$ cat config.mk
export PLATFORM = sky130hd
export DESIGN_NAME = cpureg_ind_engine
export DESIGN_NICKNAME = d
export VERILOG_FILES = /design/src/rtl/cpureg_ind_engine.sv
export SDC_FILE = /design/constraint.sdc
export NUM_CORES = 1
export LEC_CHECK = 0
export ABC_AREA = 1
export BUFFER_PORTS_ARGS = -buffer_cell sky130_fd_sc_hd__buf_4
export CAP_MARGIN = 20
export CORE_UTILIZATION = 45
export CTS_CLUSTER_DIAMETER = 150
export DETAILED_ROUTE_END_ITERATION = 10
export PLACE_DENSITY = 0.75
export SLEW_MARGIN = 20
export SYNTH_ARGS = -nofsm -noshare
export SYNTH_HDL_FRONTEND = slang
export SYNTH_SLANG_ARGS = --single-unit
$ cat constraint.sdc
create_clock -name clk -period 2.4 [get_ports clk]
set_input_delay 0.12 -clock clk [delete_from_list [all_inputs] [get_ports clk]]
set_output_delay 0.12 -clock clk [all_outputs]
set_load 0.02 [all_outputs]
$ cat src/rtl/cpureg_ind_engine.sv
// CPU-side hold-word engine: stages wide data in 32-bit hold words and launches one
// indirect read or write on the wide expansion bus per GO, with timeout and auto-increment.
module cpureg_ind_engine #(
    parameter int BUSWIDTH = 128,
    parameter int NWORD    = 4,
    parameter int LAW      = 3,
    parameter int ADDRW    = 16,
    parameter int TOUT     = 255,
    parameter int TOUTW    = 8
) (
    input  logic                clk,
    input  logic                rst_n,
    input  logic                upen,
    input  logic [LAW-1:0]      upa,
    input  logic                upws,
    input  logic                uprs,
    input  logic [31:0]         updi,
    output logic                uprdy,
    output logic [31:0]         updo,
    output logic [ADDRW-1:0]    eaddr,
    output logic [BUSWIDTH-1:0] ewdata,
    output logic                ewr_req,
    output logic                erd_req,
    input  logic                erdy,
    input  logic [BUSWIDTH-1:0] erdata
);

    typedef enum logic [1:0] {IDLE, RWAIT, WWAIT} state_t;

    state_t              state_q, state_d;
    logic [BUSWIDTH-1:0] hold_q;
    logic [ADDRW-1:0]    eaddr_q;
    logic                ainc_q;
    logic                terr_q;
    logic [TOUTW-1:0]    cnt_q;

    logic                busy;
    logic                cpu_wr;
    logic                ctrl_wr;
    logic                go;
    logic                tout_hit;
    logic                done;
    logic                expire;
    logic                hold_wr_en;
    logic [NWORD*32-1:0] hold_pad;
    logic [NWORD*32-1:0] hold_wr;
    logic [31:0]         status;

    assign busy       = (state_q != IDLE);
    assign cpu_wr     = upen & upws;
    assign ctrl_wr    = cpu_wr & (upa == '0) & ~busy;
    assign go         = ctrl_wr & updi[31];
    assign tout_hit   = (cnt_q == TOUTW'(TOUT - 1));
    // erdy on the terminal-count cycle wins over the timeout
    assign done       = busy & erdy;
    assign expire     = busy & ~erdy & tout_hit;
    assign hold_wr_en = cpu_wr & ~busy & (upa != '0) & (upa <= LAW'(NWORD));
    assign hold_pad   = (NWORD*32)'(hold_q);

    always_comb begin
        hold_wr = hold_pad;
        for (int k = 0; k < NWORD; k++) begin
            if (upa == LAW'(k + 1)) hold_wr[k*32 +: 32] = updi;
        end
    end

    always_comb begin
        status            = '0;
        status[ADDRW-1:0] = eaddr_q;
        status[31]        = busy;
        status[30]        = terr_q;
        status[29]        = ainc_q;
    end

    always_comb begin
        updo = '0;
        if (upen && uprs) begin
            if (upa == '0) updo = status;
            for (int k = 0; k < NWORD; k++) begin
                if (upa == LAW'(k + 1)) updo = hold_pad[k*32 +: 32];
            end
        end
    end

    always_comb begin
        state_d = state_q;
        case (state_q)
            IDLE:         if (go) state_d = updi[30] ? RWAIT : WWAIT;
            RWAIT, WWAIT: if (erdy || tout_hit) state_d = IDLE;
            default:      state_d = IDLE;
        endcase
    end

    always_ff @(posedge clk or negedge rst_n) begin
        if (!rst_n) begin
            state_q <= IDLE;
            hold_q  <= '0;
            eaddr_q <= '0;
            ainc_q  <= 1'b0;
            terr_q  <= 1'b0;
            cnt_q   <= '0;
        end else begin
            state_q <= state_d;
            if (ctrl_wr) begin
                eaddr_q <= updi[ADDRW-1:0];
                ainc_q  <= updi[29];
            end else if (done && ainc_q) begin
                eaddr_q <= eaddr_q + ADDRW'(1);
            end
            if (go)          terr_q <= 1'b0;
            else if (expire) terr_q <= 1'b1;
            if (go)        cnt_q <= '0;
            else if (busy) cnt_q <= cnt_q + TOUTW'(1);
            if (state_q == RWAIT && erdy) hold_q <= erdata;
            else if (hold_wr_en)          hold_q <= hold_wr[BUSWIDTH-1:0];
        end
    end

    // updi bits between the address field and AINC have no meaning
    logic unused_ok;
    generate
        if (NWORD*32 > BUSWIDTH) begin : g_pad
            assign unused_ok = ^{updi[28:ADDRW], hold_wr[NWORD*32-1:BUSWIDTH]};
        end else begin : g_nopad
            assign unused_ok = ^updi[28:ADDRW];
        end
    endgenerate

    assign uprdy   = upen & (upws | uprs);
    assign eaddr   = eaddr_q;
    assign ewdata  = hold_q;
    assign ewr_req = (state_q == WWAIT);
    assign erd_req = (state_q == RWAIT);

endmodule

==> run summary <==
Worst Hold Class - input pin to register
Final design utilization - 72.42%
Leakage power - 0.007090 uW
Setup Viol. Count Final - 1
Layout cells sized above 1 - 24.70%
Largest family of logic cells by synthesized area - simple AND/OR/NAND/NOR gates
Chip Height - 141.8 um
Slack of the worst reg-to-reg path - -0.04 ns
Slew HR - 39.22%
Cells after synthesis - 1262
Synth Warn # - 0
P&R area growth vs syn - 56.17%
PD cells - 1107 mW/mm^2
Fin. Hold Viols - 1
Post-detail-place hpwl - 26440 um
Pwr Total - 15190 uW
Synthesis-stage register bit count - 156
Crit path DAT - 2.81 ns
Leading area contributor after synthesis - dfrtp_1
CTS tree - done
H-Tree Depth - 4
Initial Util - 46.37%
Via Count - 11010
Vias per Instance - 5.491
Post-synth top area share - 44.41%
Fin crit period - 2.436 ns
Final net count - 1908
Number of global-route vias before repair - 10800
Worst-path clk slew - 0.07 ns
Syn avg cell area - 6.965 sq um
Routability cong. - 0.9541
Synth Area in Compound Gates - 12.13%
CTS Root Cell - clkbuf_16
GR Util All Layers - 39.59%
Avg WL per Cell - 19.82 um
Critical Path Source - state_q[0]
Clock Skews - 0.006514 ns
Critical R2R Launch - state_q[0]
Kind of critical path - register to register
Post-synthesis simple-gate area fraction - 35.30%
Post-place setup slack - -0.07854 ns
Die area - 0.02010 sq mm
Pin count of the biggest net entering global routing - 67
Critical Path End - ewdata[23]
Drt pass-1 iters - 6
Clk buf depth - 2
RR Endpoint - ewdata[23]
Syn Std Cell Area - 0.008790 sq mm
Failing checks - hold timing, setup timing
Die X-Extent - 141.8 um
I/O Buffers - 347
Total wire length - 39740 um
WL met1 - 15560 um
Worst hold slack - -0.0008056 ns
Area of the core - 0.01896 sq mm
1st-iter DRT viols - 985
Initial antenna violation count - 0
Final ANT Viol Nets - 0
Met3 routed WL - 3813 um
Mux contribution to synthesized area - 0.1139%
Worst Max-Slew Pin Slew - 0.9107 ns
Synth Area in Adders - 0.8541%
Clk sinks - 156
Maximum vdd drop - 0.6135 mV
# diodes - 0
Max cap viols - 0
# IOs - 348
Synth Flop Type - dfrtp_1
Post-synth EDFFs - 0
TritonCTS buffer count - 17
Worst setup margin - -0.03551 ns
Post-Syn Nets - 1437
Fillcell total - 1575
Grt total ovfl - 0
Status - finished, violations left
Drt drc - 0
Xor/xnor share of the synthesized area - 0.3986%
Max layer used - met4
Synth unique cells - 35
Final period util - 101.5%
Fin. max-slew vios - 0
Unrepaired setup endpoints after global routing - true
Latest clock arrival within the worst-skew pair - 0.44 ns
Max FO, Critical Path - 17
Ys async rst share - 100.0%
Peak Freq - 410.6 MHz
Top post-synthesis cells by area - dfrtp_1 (44%), nand2_1 (26%), o21ai_0 (6.0%), nand3_1 (4.3%), o211ai_1 (3.5%)
Seq/Total Area, Yosys - 44.41%
CP Capture Type - register
Critical path launch point type - register
WL met2 - 18530 um
FF-to-FF path depth - 8
First-pass GRT wire length - 59630 um
Req. time, crit path - 2.78 ns
Number of cell rows - 50
-- cells in the mapped netlist, types with 6 or more instances --
library cell  number
nand2_1          605
dfrtp_1          156
nor2_1            66
buf_2             27
o21ai_0          105
a21oi_1           14
nand3_1           76
o211ai_1          41
a22oi_1           17
inv_1             74
ha_1               6
clkbuf_1          24
-- how the worst min path moves through the flow --
| stage | cells after the start | startpoint | slack, ns | to |
|---|---|---|---|---|
| after floorplan | 0 | rst_n | -0.18 | ainc_q |
| after global placement | 1 | rst_n | 0.16 | ewdata[44] |
| after detailed placement | 1 | rst_n | 0.16 | ewdata[94] |
| after CTS | 5 | erdata[106] | 0.0003 | ewdata[106] |
| after global routing | 5 | erdata[106] | 0.02 | ewdata[106] |
| final | 5 | erdata[106] | -0.0008 | ewdata[106] |
-- routing by layer --
metal  GRT usage [%]  up-vias
li1                -     4982
met1           50.25     5157
met2           63.70      730
met3           8.066      140
met4           21.11        0
met5               0        -
-- timing repair --
| action | CTS | global route |
|---|---|---|
| setup endpoints to repair | 31 | 3 |
| hold buffers | 136 | 0 |
| cloned | 2 | 0 |
| buffers inserted | 0 | 0 |
| resized for setup | 0 | 2 |
| hold endpoints to repair | 193 | 0 |
| pin swaps | 2 | 1 |
-- critical path: stages (launching register included) --
cell	delay, ns
dfrtp_1	0.38
inv_1	0.08
ha_1	0.24
nand3_4	0.19
nor3_4	0.09
nor2_4	0.64
nand2_1	0.10
nand3_1	0.09
dlygate4sd3_1	0.54
-- cells by family after synthesis --
kind of cell | count (synthesis)
buffers and inverters | 140
DFF | 156
AOI/OAI and AO/OA | 182
muxes | 1
and+or+nand+nor | 773
adders and majority gates | 6
xor gates and xnor gates | 4
-- power breakdown --
part / internal [uW] / switching, uW / total (uW)
combinational: 2790 / 4270 / 7060
sequential: 3830 / 1200 / 5030
clock: 1910 / 1190 / 3100
-- sequential cells by signal (all words and copies together) (netlist names) --
name	cells
ainc_q	1
terr_q	1
ewdata	128
cnt_q	8
eaddr	16
state_q	2
-- layout by cell type (no fill, tap or decap), drive strengths merged, types with 5 or more instances in the layout --
cell type and count:
a21oi 14, buf 375, nand2 608, o211ai 41, o21ai 107, inv 83, clkbuf 19, nand4 5
nor3 6, dfrtp 156, bufinv 5, nor2 76, nand3 77, dlygate4sd3 136, a22oi 17, ha 6
-- layout make-up --
type	count	area [sq um]	area share, %
multi-input cells	968	4338	31.60
flip-flops and latches	156	3904	28.44
inverters	79	301.5	2.197
clock inverters	12	209.0	1.522
well taps	260	325.3	2.370
clock buffers	19	452.9	3.300
repair buffers	511	4197	30.57
-- through the flow --
| stage | std cells | instance area (sq um) | TNS, ns |
|---|---|---|---|
| final | 2005 | 13730 | -0.03551 |
| after global routing | 2005 | 13730 | -0.07669 |
| after global placement | 1836 | 11680 | 0 |
| after floorplan | 1262 | 8790 | 0 |
| after CTS | 2005 | 13710 | 0 |
| after detailed placement | 1836 | 11680 | -1.284 |
Note: power is estimated with default switching activity, not from simulation.
